--- src/rtl/hazard_ctrl_pkg.sv ---
`default_nettype none
// ============================================================================
// Module      : hazard_ctrl_pkg
// Description : Shared types for the RV32I pipeline hazard sequencer.
// Revision    : 1.0 - initial release
// ============================================================================
package hazard_ctrl_pkg;

    typedef enum logic [1:0] {
        HZ_RUN   = 2'd0,
        HZ_DWAIT = 2'd1,
        HZ_RWAIT = 2'd2
    } hzd_state_t;

    localparam int unsigned HZ_CNT_W_DEFAULT = 32;

endpackage : hazard_ctrl_pkg
`default_nettype wire

--- src/rtl/hazard_perf_cnt.sv ---
`default_nettype none
// ============================================================================
// Module      : hazard_perf_cnt
// Description : Wrapping event counter with increment and synchronous clear.
// Revision    : 1.0 - initial release
// ============================================================================
module hazard_perf_cnt
    import hazard_ctrl_pkg::*;
#(
    parameter int unsigned CNT_W = HZ_CNT_W_DEFAULT
) (
    input  logic             clk,
    input  logic             clr,
    input  logic             inc,
    output logic [CNT_W-1:0] cnt
);

    logic [CNT_W-1:0] cnt_q;
    logic [CNT_W-1:0] cnt_d;

    always_comb begin
        cnt_d = cnt_q;
        if (clr) begin
            cnt_d = '0;
        end else if (inc) begin
            cnt_d = cnt_q + CNT_W'(1);
        end
    end

    always_ff @(posedge clk) begin
        cnt_q <= cnt_d;
    end

    assign cnt = cnt_q;

endmodule : hazard_perf_cnt
`default_nettype wire

--- src/rtl/hazard_ctrl.sv ---
`default_nettype none
// ============================================================================
// Module      : hazard_ctrl
// Description : Stall/flush sequencer producing per-stage load/NOP controls.
// Revision    : 1.0 - initial release
// ============================================================================
module hazard_ctrl
    import hazard_ctrl_pkg::*;
#(
    parameter int unsigned CNT_W = HZ_CNT_W_DEFAULT
) (
    input  logic             clk,
    input  logic             rst,
    input  logic             load_use,
    input  logic             br_taken,
    input  logic             icache_resp,
    input  logic             dcache_req,
    input  logic             dcache_resp,
    output logic             ld_pc,
    output logic             ld_if_id,
    output logic             ld_id_ex,
    output logic             ld_ex_mem,
    output logic             ld_mem_wb,
    output logic             nop_if_id,
    output logic             nop_id_ex,
    output logic             nop_ex_mem,
    output logic [1:0]       state_o,
    output logic [CNT_W-1:0] stall_cnt,
    output logic [CNT_W-1:0] flush_cnt
);

    hzd_state_t state_q;
    hzd_state_t state_d;
    logic       w_frozen;
    logic       w_flush_inc;
    logic       w_stall_inc;

    assign w_frozen = dcache_req & ~dcache_resp;

    // Priority: D-miss freeze, redirect, load-use, I-miss.
    always_comb begin
        ld_pc       = 1'b1;
        ld_if_id    = 1'b1;
        ld_id_ex    = 1'b1;
        ld_ex_mem   = 1'b1;
        ld_mem_wb   = 1'b1;
        nop_if_id   = 1'b0;
        nop_id_ex   = 1'b0;
        nop_ex_mem  = 1'b0;
        w_flush_inc = 1'b0;
        state_d     = HZ_RUN;
        if (rst) begin
            ld_pc     = 1'b0;
            ld_if_id  = 1'b0;
            ld_id_ex  = 1'b0;
            ld_ex_mem = 1'b0;
            ld_mem_wb = 1'b0;
        end else if (w_frozen) begin
            ld_pc     = 1'b0;
            ld_if_id  = 1'b0;
            ld_id_ex  = 1'b0;
            ld_ex_mem = 1'b0;
            ld_mem_wb = 1'b0;
            state_d   = HZ_DWAIT;
        end else if (br_taken) begin
            if (icache_resp) begin
                nop_if_id   = 1'b1;
                nop_id_ex   = 1'b1;
                w_flush_inc = 1'b1;
            end else begin
                // Hold the fetch address steady until the outstanding fetch lands.
                ld_pc      = 1'b0;
                ld_if_id   = 1'b0;
                ld_id_ex   = 1'b0;
                nop_ex_mem = 1'b1;
                state_d    = HZ_RWAIT;
            end
        end else if (load_use) begin
            ld_pc     = 1'b0;
            ld_if_id  = 1'b0;
            nop_id_ex = 1'b1;
        end else if (!icache_resp) begin
            ld_pc     = 1'b0;
            nop_if_id = 1'b1;
        end
    end

    always_ff @(posedge clk) begin
        if (rst) begin
            state_q <= HZ_RUN;
        end else begin
            state_q <= state_d;
        end
    end

    assign state_o     = state_q;
    assign w_stall_inc = ~rst & ~ld_pc;

    hazard_perf_cnt #(
        .CNT_W (CNT_W)
    ) u_stall_cnt (
        .clk (clk),
        .clr (rst),
        .inc (w_stall_inc),
        .cnt (stall_cnt)
    );

    hazard_perf_cnt #(
        .CNT_W (CNT_W)
    ) u_flush_cnt (
        .clk (clk),
        .clr (rst),
        .inc (w_flush_inc),
        .cnt (flush_cnt)
    );

endmodule : hazard_ctrl
`default_nettype wire

--- config.mk ---
export PLATFORM = sky130hd
export DESIGN_NAME = hazard_ctrl
export DESIGN_NICKNAME = d
export VERILOG_FILES = /design/src/rtl/hazard_ctrl_pkg.sv /design/src/rtl/hazard_perf_cnt.sv /design/src/rtl/hazard_ctrl.sv
export SDC_FILE = /design/constraint.sdc
export NUM_CORES = 1
export LEC_CHECK = 0
export BUFFER_PORTS_ARGS = -buffer_cell sky130_fd_sc_hd__buf_2
export CORE_UTILIZATION = 54
export CTS_BUF_LIST = sky130_fd_sc_hd__clkbuf_4 sky130_fd_sc_hd__clkbuf_8
export DETAILED_ROUTE_END_ITERATION = 16
export PLACE_DENSITY_LB_ADDON = 0.15
export SYNTH_ARGS = -nofsm -noshare
export SYNTH_HDL_FRONTEND = slang
export SYNTH_SLANG_ARGS = --single-unit
--- constraint.sdc ---
create_clock -name clk -period 5.2 [get_ports clk]
set_input_delay 1.04 -clock clk [delete_from_list [all_inputs] [get_ports clk]]
set_output_delay 1.04 -clock clk [all_outputs]
set_load 0.01 [all_outputs]
# Word level (Yosys, flattened, before mapping)
# Cells that the tools add are included.
dict set report totals {
  regBits 66
  input_bits 7
  out_inout_bits 74
  elab_cells 45
}
dict set report classes {
  addsub 2
  mux 32
  bitwise 6
  reduce_logical 1
}
# operator n
set ops {}
lappend ops {{adder 32 x 1 -> 32 bit, second input constant} 2}
lappend ops {{2-to-1 mux 1 bit} 31}
lappend ops {{inverter 1 bit} 4}
lappend ops {{OR reduction 3 bit} 1}
lappend ops {{AND 1 bit} 2}
lappend ops {{2-to-1 mux 2 bit} 1}

# Longest topological paths before layout
# Gate-level depths: netlist of the first run.
dict set report depth {
  depth_word 7
  depth_mapped 7
  ltp_nobuf 6
}

# Cells and area by module
# Synthesis of the first run repeated with hierarchy kept, for this count alone.
dict set report hier_totals {
  cells_unflattened 385
  hier_area_um2 3316.9
}
# module instances cells_per_inst area_each_um2 seq_area_each_um2
set by_module_without_submodules {}
lappend by_module_without_submodules {hazard_perf_cnt 2 181 1564.0 640.6}
lappend by_module_without_submodules {hazard_ctrl 1 23 188.9 40.0}

# Least setup slack after synthesis of the first run
# Ideal clock, no wire load.
dict set report synth_timing {
  kind {input-to-output}
  from {in dcache_resp}
  to {out ld_pc}
  t_arrival_ps 1882
  slack_ps 2278
  stages 4
  path_cell_list {nand2b_1 clkbuf_1 nand2_1 nor3_1}
}
dict set report synth_between {
  elab_chain_len 4
}
# item line
set synth_lines {}
lappend synth_lines {{start, declared} hazard_ctrl.sv:18} ;# input logic dcache_resp,
lappend synth_lines {{inverter 1 bit} hazard_ctrl.sv:38} ;# assign w_frozen = dcache_req & ~dcache_resp;
lappend synth_lines {{AND 1 bit} hazard_ctrl.sv:38}
lappend synth_lines {{2-to-1 mux 1 bit} hazard_ctrl.sv:58} ;# end else if (w_frozen) begin
lappend synth_lines {{2-to-1 mux 1 bit} hazard_ctrl.sv:52} ;# if (rst) begin
lappend synth_lines {{end, declared} hazard_ctrl.sv:19} ;# output logic ld_pc,
# No other way between the ends.

# Final worst setup path of the first run
# Same ends and word-level chain as after synthesis.

==> out/qor.yml, run 1 <==
grt_pass1_vias: 2431
synthTopCellsByCount: "dfxtp_1 (66), nor2_1 (56), xor2_1 (36), nand2_1 (23), nand4_1 (22)"
postCtsSetupBuffers: 0
cts_resized: 0
cts_tree: "built"
fin_crit_sh_pct: 61.3
dieWidth_um: 78.1
cts_max_path_buffers: 2
synth_compound_area_share_pct: 4.88
rows: 27
grt_usage_pct: 23.6
gp_congestion: 0.827
synth_xor_area_share_pct: 14.6
hold_viol: 0
synth-seq-cells: 66
slew_headroom_pct: 42.7
cp_max_fo: 9
synthArstFlopShare_pct: 0
crit_chain: "buf_2, nand2b_1, nand2_1, nor3_1, buf_2"
cp-end-kind: "primary output"
cts_htree_levels: 3
maxCapViolations: 0
whs_ns: 0.497
syn_avg_cell_area_um2: 8.76
syn_to_final_growth_pct: 20.4
status: "finished clean"
drt_iter0_markers: 141
powerDensity_nw_per_um2: 286
syn_nets: 366
cts_buffers: 9
power.leakage_nw: 1.65
yosysTopAreaCell: "dfxtp_1"
fin_nets: 441
num_vias: 2782
die_h_um: 78.1
drc: 0
synth_edf_count: 0
tns_ns: 0
ir_drop_mv: 0.167
antenna_cells: 0
seq_area_frac_synth_pct: 42.2
ys_warn_count: 0
grt_pass1_wl_um: 11400
synth_area_um2: 3130
cts_sinks: 66
ios: 81
initial_core_util_pct: 56.5
critPathKind: "primary input to primary output"
antenna_found_initial: 0
cp_slowest_cell: "nand2b_1"
hold_class: "flop to flop"
finalWirelength_um: 6940
worst_slew_pin_slew_ns: 0.859
start_kind: "primary input"
skew_ns: 0.0133
synth_mux_area_share_pct: 0.360
drive_above_1_share_pct: 25.9
yosys_most_used_dff: "dfxtp_1"
gr-total-overflow: 0
first_pass_iters: 4
fill_cells: 490
clockRootBuffer: "clkbuf_8"
synth-simple-area-share_pct: 33.2
cts.reportedPaths.clkPinSlew_ns: 0.07
wire_per_inst_um: 13.6
post-route-min-period_ns: 3.19
die_area_um2: 6100
fmax_ghz: 0.314
dpl.hpwl_um: 4630
vias_per_cell: 5.47
crit_top_cell: "buf_2"
port_buffers: 80
synth_top_family_by_area: "simple AND/OR/NAND/NOR gates"
slew_viol_final: 0
ys_top_cells_by_area: "dfxtp_1 (42%), xor2_1 (10%), nor2_1 (6.7%)"
max_stage_delay_ns: 0.32
hold_buffers: 0
ys_types: 41
grt_start_max_net_pins: 68
critPathRequiredTime_ns: 4.16
clock_latency_ns: 0.34
setup_viol: 0
synthAdderAreaFrac_pct: 0.800
synth_top_area_share_pct: 42.2
syn-instance-count: 357
core_area_um2: 5540
arrival_ns: 2.15
yosysMostFrequentCell: "dfxtp_1"
antenna_left: 0
rsz0062_at_grt: "no"
==> per-layer routing <==
metal	part of all wire (%)	GRT usage (%)	wire length [um]	up-vias
li1	-	-	-	1389
met1	48	32.2	3330	1291
met2	44	36.3	3070	88
met3	5.6	4.42	390	14
met4	2.1	10.6	145	0
met5	0	0	0	-
==> where the power goes <==
part           internal, mW  total [mW]  switching, mW
clock                 0.329       0.521          0.192
combinational        0.0146      0.0420         0.0274
sequential            0.509       0.513        0.00447
==> cell usage in the layout (no fill, tap or decap), drive strengths merged, types with 3 or more instances in the layout <==
cell type and n:
a21oi 10, and2 5, and3 16, and4 12, buf 82, bufinv 3
clkbuf 11, dfxtp 66, inv 4, nand2 23, nand3 18, nand4 24
nor2 56, nor2b 5, nor3 8, nor4 7, o21ai 8, or3 9
xnor2 16, xor2 36
==> layout make-up <==
class	instances	area, um^2	area share [%]
clock buffers	11	139	3.69
well taps	72	90.1	2.39
inverters	4	15.0	0.399
flip-flops and latches	66	1320	35.1
multi-input cells	269	1680	44.7
repair buffers	82	415	11.0
clock inverters	5	103	2.72
==> through the flow <==
stage / setup slack, ns / power [mW] / utilization, % / instance area, um^2 / std cells
2_1_floorplan: 2.28 / 0.553 / - / 3130 / 357
6_report: 2.01 / 1.08 / 68.0 / 3770 / 509
5_1_grt: 1.89 / 1.11 / 68.0 / 3770 / 509
3_3_place_gp: 2.11 / 0.566 / 63.6 / 3520 / 493
4_1_cts: 2.03 / 1.08 / 68.0 / 3770 / 509
3_5_place_dp: 1.99 / 0.566 / 63.6 / 3520 / 493
==> logic make-up (layout without fill, tap and decap cells) <==
group                    count (synthesis)  after routing
AO/OA/AOI/OAI                           25             25
adder cells (fa/ha/maj)                  2              2
buffers and inverters                   22            102
AND/OR/NAND/NOR                        189            189
XOR/XNOR                                52             52
flip-flops                              66             66
multiplexers                             1              1
==> worst max-delay path: cells and delay by family <==
kind,cells,cell delay [ns]
buffers and inverters,2,0.30
AND/OR/NAND/NOR,3,0.81
==> registers in the layout, indices dropped and copies added (netlist names) <==
register and flops:
u_flush_cnt.cnt 32, u_stall_cnt.cnt 32, state_o 2
==> path summary, 6_finish.rpt <==
check	from	cells after the start	to	slack, ns
worst max register to register	u_stall_cnt.cnt[3]$_SDFFE_PP0P_	5	u_stall_cnt.cnt[29]$_SDFFE_PP0P_	2.88
worst min register to register	u_flush_cnt.cnt[29]$_SDFFE_PP0P_	2	u_flush_cnt.cnt[29]$_SDFFE_PP0P_	0.50
worst max-delay path	dcache_resp	5	ld_pc	2.01
worst min-delay path	u_flush_cnt.cnt[29]$_SDFFE_PP0P_	2	u_flush_cnt.cnt[29]$_SDFFE_PP0P_	0.50
Power figures use the tool's default switching activity.
==> run 2, diff against run 1 <==
- ABC_AREA: unset -> 1
- CORE_UTILIZATION: 54 -> 51
- clock period: 5.2 -> 2.68 ns (I/O delays scaled with it)
==> run 2 against run 1 <==
Net effect:
- non-clock buffer count unchanged
- area after synthesis grew 13%
- critical path depth grew 2
- utilization down 3.7 points
- largest cell class unchanged
==> out/qor.yml, run 2 <==
status: "finished clean"
synth_top_area_share_pct: 37.3  # -4.9 points
dieWidth_um: 85.3  # +9.2%
ys_types: 35  # -15%
core_area_um2: 6530  # +18%
fmax_ghz: 0.480
crit_top_cell: "buf_2"
placed_area_um2: 4000  # +14%
antenna_cells: 0  # unchanged
tns_ns: 0  # unchanged
syn_to_final_growth_pct: 18.5
cp-end-kind: "primary output"
grt_pass1_wl_um: 14800  # +30%
critPathKind: "primary input to primary output"
fin_crit_sh_pct: 77.8
cts_max_path_buffers: 2  # unchanged
gr-total-overflow: 0  # unchanged
wire_per_inst_um: 12.2  # -11%
layout_common_cells: "nand2_1 (135), nor2_1 (109), buf_2 (80)"
yosysMostFrequentCell: "nand2_1"
ios: 81  # unchanged
final_area_um2: 4200  # +11%
grt_start_max_net_pins: 35  # -49%
gp_congestion: 0.866  # +4.7%
skew_ns: 0.00780  # -0.00547 ns
synthArstFlopShare_pct: 0  # unchanged
port_buffers: 80  # unchanged
grt_pass1_vias: 3377  # +39%
final_util_pct: 64.2  # -3.7 points
postCtsSetupBuffers: 0  # unchanged
fill_cells: 597  # +22%
ir_drop_mv: 0.272  # +63%
layout_commonest_cell: "nand2_1"
drc: 0  # unchanged
maxCapViolations: 0  # unchanged
clockRootBuffer: "clkbuf_8"
yosys_most_used_dff: "dfxtp_1"
cts_sinks: 66  # unchanged
cts_tree: "built"
rsz0062_at_grt: "no"
synthTopCellsByCount: "nand2_1 (135), nor2_1 (109), inv_1 (72), dfxtp_1 (66), nand3_1 (39)"
critPathRequiredTime_ns: 2.14  # -2.02 ns
drt_iter0_markers: 124  # -12%
whs_ns: 0.470  # -0.0269 ns
die_area_um2: 7280  # +19%
ys_warn_count: 0  # unchanged
cts.reportedPaths.clkPinSlew_ns: 0.08  # about the same
post-route-min-period_ns: 2.08
synth_area_um2: 3540  # +13%
powerDensity_nw_per_um2: 461  # +61%
max_stage_delay_ns: 0.19  # -0.13 ns
seq_area_frac_synth_pct: 37.3  # -4.9 points
initial_core_util_pct: 54.2  # -2.3 points
drive_above_1_share_pct: 18.2  # -7.6 points
power.total_mw: 1.93  # +80%
slew_headroom_pct: 64.5  # +22 points
cts_htree_levels: 3  # unchanged
num_vias: 3733  # +34%
cp_slowest_cell: "inv_2"
cts_buffers: 9  # unchanged
yosysTopAreaCell: "dfxtp_1"
first_pass_iters: 5  # +1
synth_edf_count: 0  # unchanged
start_kind: "primary input"
worst_slew_pin_slew_ns: 0.530  # -0.329 ns
ys_top_cells_by_area: "dfxtp_1 (37%), nand2_1 (14%), nor2_1 (12%)"
arrival_ns: 1.55  # -0.60 ns
finalWirelength_um: 8760  # +26%
crit_chain: "buf_2, inv_2, nand2_2, nor2_1, inv_1, a211oi_1, buf_2"
fin_nets: 646  # +46%
vias_per_cell: 5.19  # -5.0%
synth-seq-cells: 66  # unchanged
cts_resized: 0  # unchanged
slew_viol_final: 0  # unchanged
rows: 29  # +7.4%
syn_nets: 562  # +54%
syn_avg_cell_area_um2: 6.40  # -27%
antenna_left: 0  # unchanged
power.leakage_nw: 1.93  # +17%
die_h_um: 85.3  # +9.2%
dpl.hpwl_um: 6390  # +38%
syn-instance-count: 553  # +55%
antenna_found_initial: 0  # unchanged
hold_viol: 0  # unchanged
hold_buffers: 0  # unchanged
clock_latency_ns: 0.34  # about the same
grt_usage_pct: 25.3  # +1.7 points
hold_class: "primary input to flop"
cp_max_fo: 11  # +2
setup_viol: 0  # unchanged
run 2: cell count changes in the layout (fill, tap and decap cells not counted), sizes merged, moves of 7 or more:
cell,previous run,this run
a21oi,10,24
and3,16,1
and4,12,0
inv,4,76
nand2,23,139
nand3,18,41
nor2,56,116
nor3,8,16
nor4,7,0
o21ai,8,17
or3,9,0
xnor2,16,3
xor2,36,4
run 2: layout make-up:
type | count | area, um^2 | share of cell area, %
clock inverters | 7 | 70.1 | 1.67
multi-input cells | 402 | 1880 | 44.9
well taps | 77 | 96.3 | 2.30
inverters | 76 | 285 | 6.80
flip-flops and latches | 66 | 1320 | 31.5
clock buffers | 9 | 124 | 2.95
repair buffers | 82 | 415 | 9.90
run 2: power breakdown:
| group | total [mW] | switching [mW] | internal [mW] |
|---|---|---|---|
| registers | 0.992 | 0.00575 | 0.986 |
| logic | 0.0970 | 0.0662 | 0.0307 |
| clock network | 0.843 | 0.415 | 0.428 |
| total | 1.93 | 0.487 | 1.44 |
run 2: cell families (layout without fill, tap and decap cells):
| logic type | Yosys count | after routing | share of synthesized area, % |
|---|---|---|---|
| AO/OA/AOI/OAI | 54 | 54 | 8.45 |
| flip-flops | 66 | 66 | 37.3 |
| buffers and inverters | 85 | 174 | 9.47 |
| AND/OR/NAND/NOR | 339 | 339 | 42.3 |
| adder cells (fa/ha/maj) | 2 | 2 | 0.707 |
| XOR/XNOR | 7 | 7 | 1.73 |
run 2: worst paths after layout:
check,cells after the start,start,slack [ns],endpoint
setup / recovery,7,rst,0.60,nop_if_id
setup reg to reg,8,u_flush_cnt.cnt[0]$_SDFFE_PP0P_,0.93,u_flush_cnt.cnt[30]$_SDFFE_PP0P_
hold reg to reg,1,u_flush_cnt.cnt[4]$_SDFFE_PP0P_,0.50,u_flush_cnt.cnt[4]$_SDFFE_PP0P_
hold / removal,2,icache_resp,0.47,state_o[1]$_SDFF_PP0_
run 2: critical path: cells and delay by family:
kind / cells / cell delay [ns]
buffers and inverters: 4 / 0.54
AND/OR/NAND/NOR: 2 / 0.29
AO/OA/AOI/OAI: 1 / 0.17
run 2: routing by layer:
| layer | wire, um | global-route usage (%) | up-vias |
|---|---|---|---|
| met5 | 0 | 0 | - |
| met1 | 3970 | 30.8 | 1674 |
| met3 | 447 | 5.54 | 11 |
| met2 | 4230 | 45.0 | 116 |
| li1 | - | - | 1932 |
| met4 | 108 | 7.12 | 0 |
run 2: stage by stage:
| stage | setup WS [ns] | std cells |
|---|---|---|
| floorplan | 0.700 | 553 |
| global placement | 0.686 | 703 |
| detailed placement | 0.617 | 703 |
| CTS | 0.619 | 719 |
| global route | 0.486 | 719 |
| finish | 0.595 | 719 |
==> run 3, diff against run 2 <==
- ABC_AREA: 1 -> 0
- CORE_UTILIZATION: 51 -> 49
- clock period: 2.68 -> 1.9 ns (I/O delays scaled with it)
==> run 3 against run 2 <==
Net effect:
- non-clock buffer count increased by 23
- utilization rose by 0.86 points
- routed wire length shrank 17%
- register-to-register slack got worse by 0.78 ns
- cell count shrank 26%
- highest routed layer unchanged
- combinational power grew 32%
- first-iteration DRC count decreased by 1.6%
- clock power increased by 46%
- setup slack worse by 0.47 ns
- design area shrank 6.5%
- global-route usage down 2.3 points
==> out/qor.yml, run 3 (synthesis results as in run 1) <==
drt_iter0_markers: 122  # -1.6%
skew_ns: 0.00779  # -0.00000883 ns
crit_chain: "buf_2, nand2b_1, buf_4, nand2_1, nor3_1, buf_2"
arrival_ns: 1.39  # -0.16 ns
power.leakage_nw: 1.75  # -9.4%
rr_startpoint: "u_stall_cnt.cnt[6]$_SDFFE_PP0P_"
critPathKind: "primary input to primary output"
status: "finished clean"
antenna_left: 0  # unchanged
clockRootBuffer: "clkbuf_8"
fmax_ghz: 0.564
powerDensity_nw_per_um2: 704  # +53%
gp_congestion: 0.793  # -8.4%
cts_buffers: 9  # unchanged
drc: 0  # unchanged
num_vias: 2861  # -23%
cp-end-kind: "primary output"
rsz0062_at_grt: "no"
seqCellArea_um2: 1320  # unchanged
start_kind: "primary input"
cts_sinks: 66  # unchanged
initial_core_util_pct: 51.9  # -2.3 points
die_area_um2: 6710  # -7.8%
ir_drop_mv: 0.483  # +78%
hold_class: "primary input to flop"
antenna_cells: 0  # unchanged
cts.reportedPaths.clkPinSlew_ns: 0.07  # about the same
die_h_um: 81.9  # -4.0%
rows: 28  # -3.4%
grt_usage_pct: 23.1  # -2.3 points
worst_slew_pin_slew_ns: 0.501  # -0.0295 ns
cts_resized: 0  # unchanged
ios: 81  # unchanged
layout_commonest_cell: "buf_2"
dpl.hpwl_um: 5210  # -18%
worstHoldStart: "rst"
fin_nets: 464  # -28%
hold_viol: 0  # unchanged
cp_slowest_cell: "nor3_1"
dieWidth_um: 81.9  # -4.0%
port_buffers: 80  # unchanged
slew_headroom_pct: 66.4  # +1.8 points
critPathRequiredTime_ns: 1.52  # -0.62 ns
tns_ns: 0  # unchanged
gr-total-overflow: 0  # unchanged
fill_cells: 555  # -7.0%
fin_crit_sh_pct: 93.3
multiInputGateArea_um2: 1680  # -11%
antenna_found_initial: 0  # unchanged
crit_start: "dcache_resp"
wire_per_inst_um: 13.6  # +11%
clock_latency_ns: 0.34  # about the same
maxCapViolations: 0  # unchanged
setup_viol: 0  # unchanged
cts_tree: "built"
cp_max_fo: 8  # -3
grt_pass1_vias: 2614  # -23%
max_stage_delay_ns: 0.30  # +0.11 ns
layout_common_cells: "buf_2 (80), dfxtp_1 (66), nor2_1 (56)"
cts_max_path_buffers: 2  # unchanged
finalWirelength_um: 7250  # -17%
crit_top_cell: "buf_2"
slew_viol_final: 0  # unchanged
grt_start_max_net_pins: 42  # +20%
post-route-min-period_ns: 1.77
drive_above_1_share_pct: 29.6  # +11 points
first_pass_iters: 4  # -1
final_util_pct: 65.1  # +0.86 points
cts_htree_levels: 3  # unchanged
vias_per_cell: 5.35  # +3.0%
postCtsSetupBuffers: 0  # unchanged
hold_buffers: 0  # unchanged
core_area_um2: 6030  # -7.7%
grt_pass1_wl_um: 11900  # -20%
syn_to_final_growth_pct: 25.4
run 3: cell count changes in the layout (fill, tap and decap cells not counted), sizes merged, moves of 12 or more:
cell and change:
a21oi -14, and3 +15, and4 +12, buf +23, inv -72, nand2 -116, nand3 -23, nor2 -60
xnor2 +13, xor2 +32
run 3: routing by layer:
| metal | GRT usage (%) | part of all wire, % | vias up |
|---|---|---|---|
| met3 | 5.22 | 4.8 | 10 |
| met2 | 36.5 | 45 | 73 |
| li1 | - | - | 1445 |
| met4 | 9.65 | 1.6 | 0 |
| met5 | 0 | 0 | - |
| met1 | 29.9 | 49 | 1333 |
run 3: critical path, delay by kind of cell:
kind | cells | cell delay (ns)
AND/OR/NAND/NOR | 3 | 0.54
buffers and inverters | 3 | 0.48
run 3: cell type report:
type                    instances  share of cell area (%)
multi-input cells             269                    42.9
flip-flops and latches         66                    33.7
repair buffers                105                    15.3
clock buffers                  12                    4.05
well taps                      75                    2.39
clock inverters                 4                    1.28
inverters                       4                   0.383
run 3: path summary, 6_finish.rpt:
path                                                    endpoint  slack [ns]  depth (start not counted)
worst max-delay path                                       ld_pc        0.13                          6
worst min-delay path             u_flush_cnt.cnt[0]$_SDFFE_PP0P_        0.37                          2
worst max register to register  u_stall_cnt.cnt[28]$_SDFFE_PP0P_        0.15                          5
worst min register to register  u_flush_cnt.cnt[31]$_SDFFE_PP0P_        0.48                          2
run 3: power breakdown:
part,internal [mW],leakage (nW),switching [mW]
Sequential,1.39,0.532,0.0108
Combinational,0.0496,1.12,0.0786
Clock,0.690,0.102,0.538
run 3: per-stage QoR:
step	cell area (um^2)	cells	hold slack [ns]	setup slack [ns]	power (mW)
after floorplan	3130	357	0.500	0.180	1.51
after global routing	3920	535	0.368	0.0230	2.86
after detailed placement	3710	519	0.476	0.0221	1.56
after global placement	3710	519	0.464	0.0570	1.56
after CTS	3920	535	0.361	0.131	2.78
final	3920	535	0.369	0.128	2.76
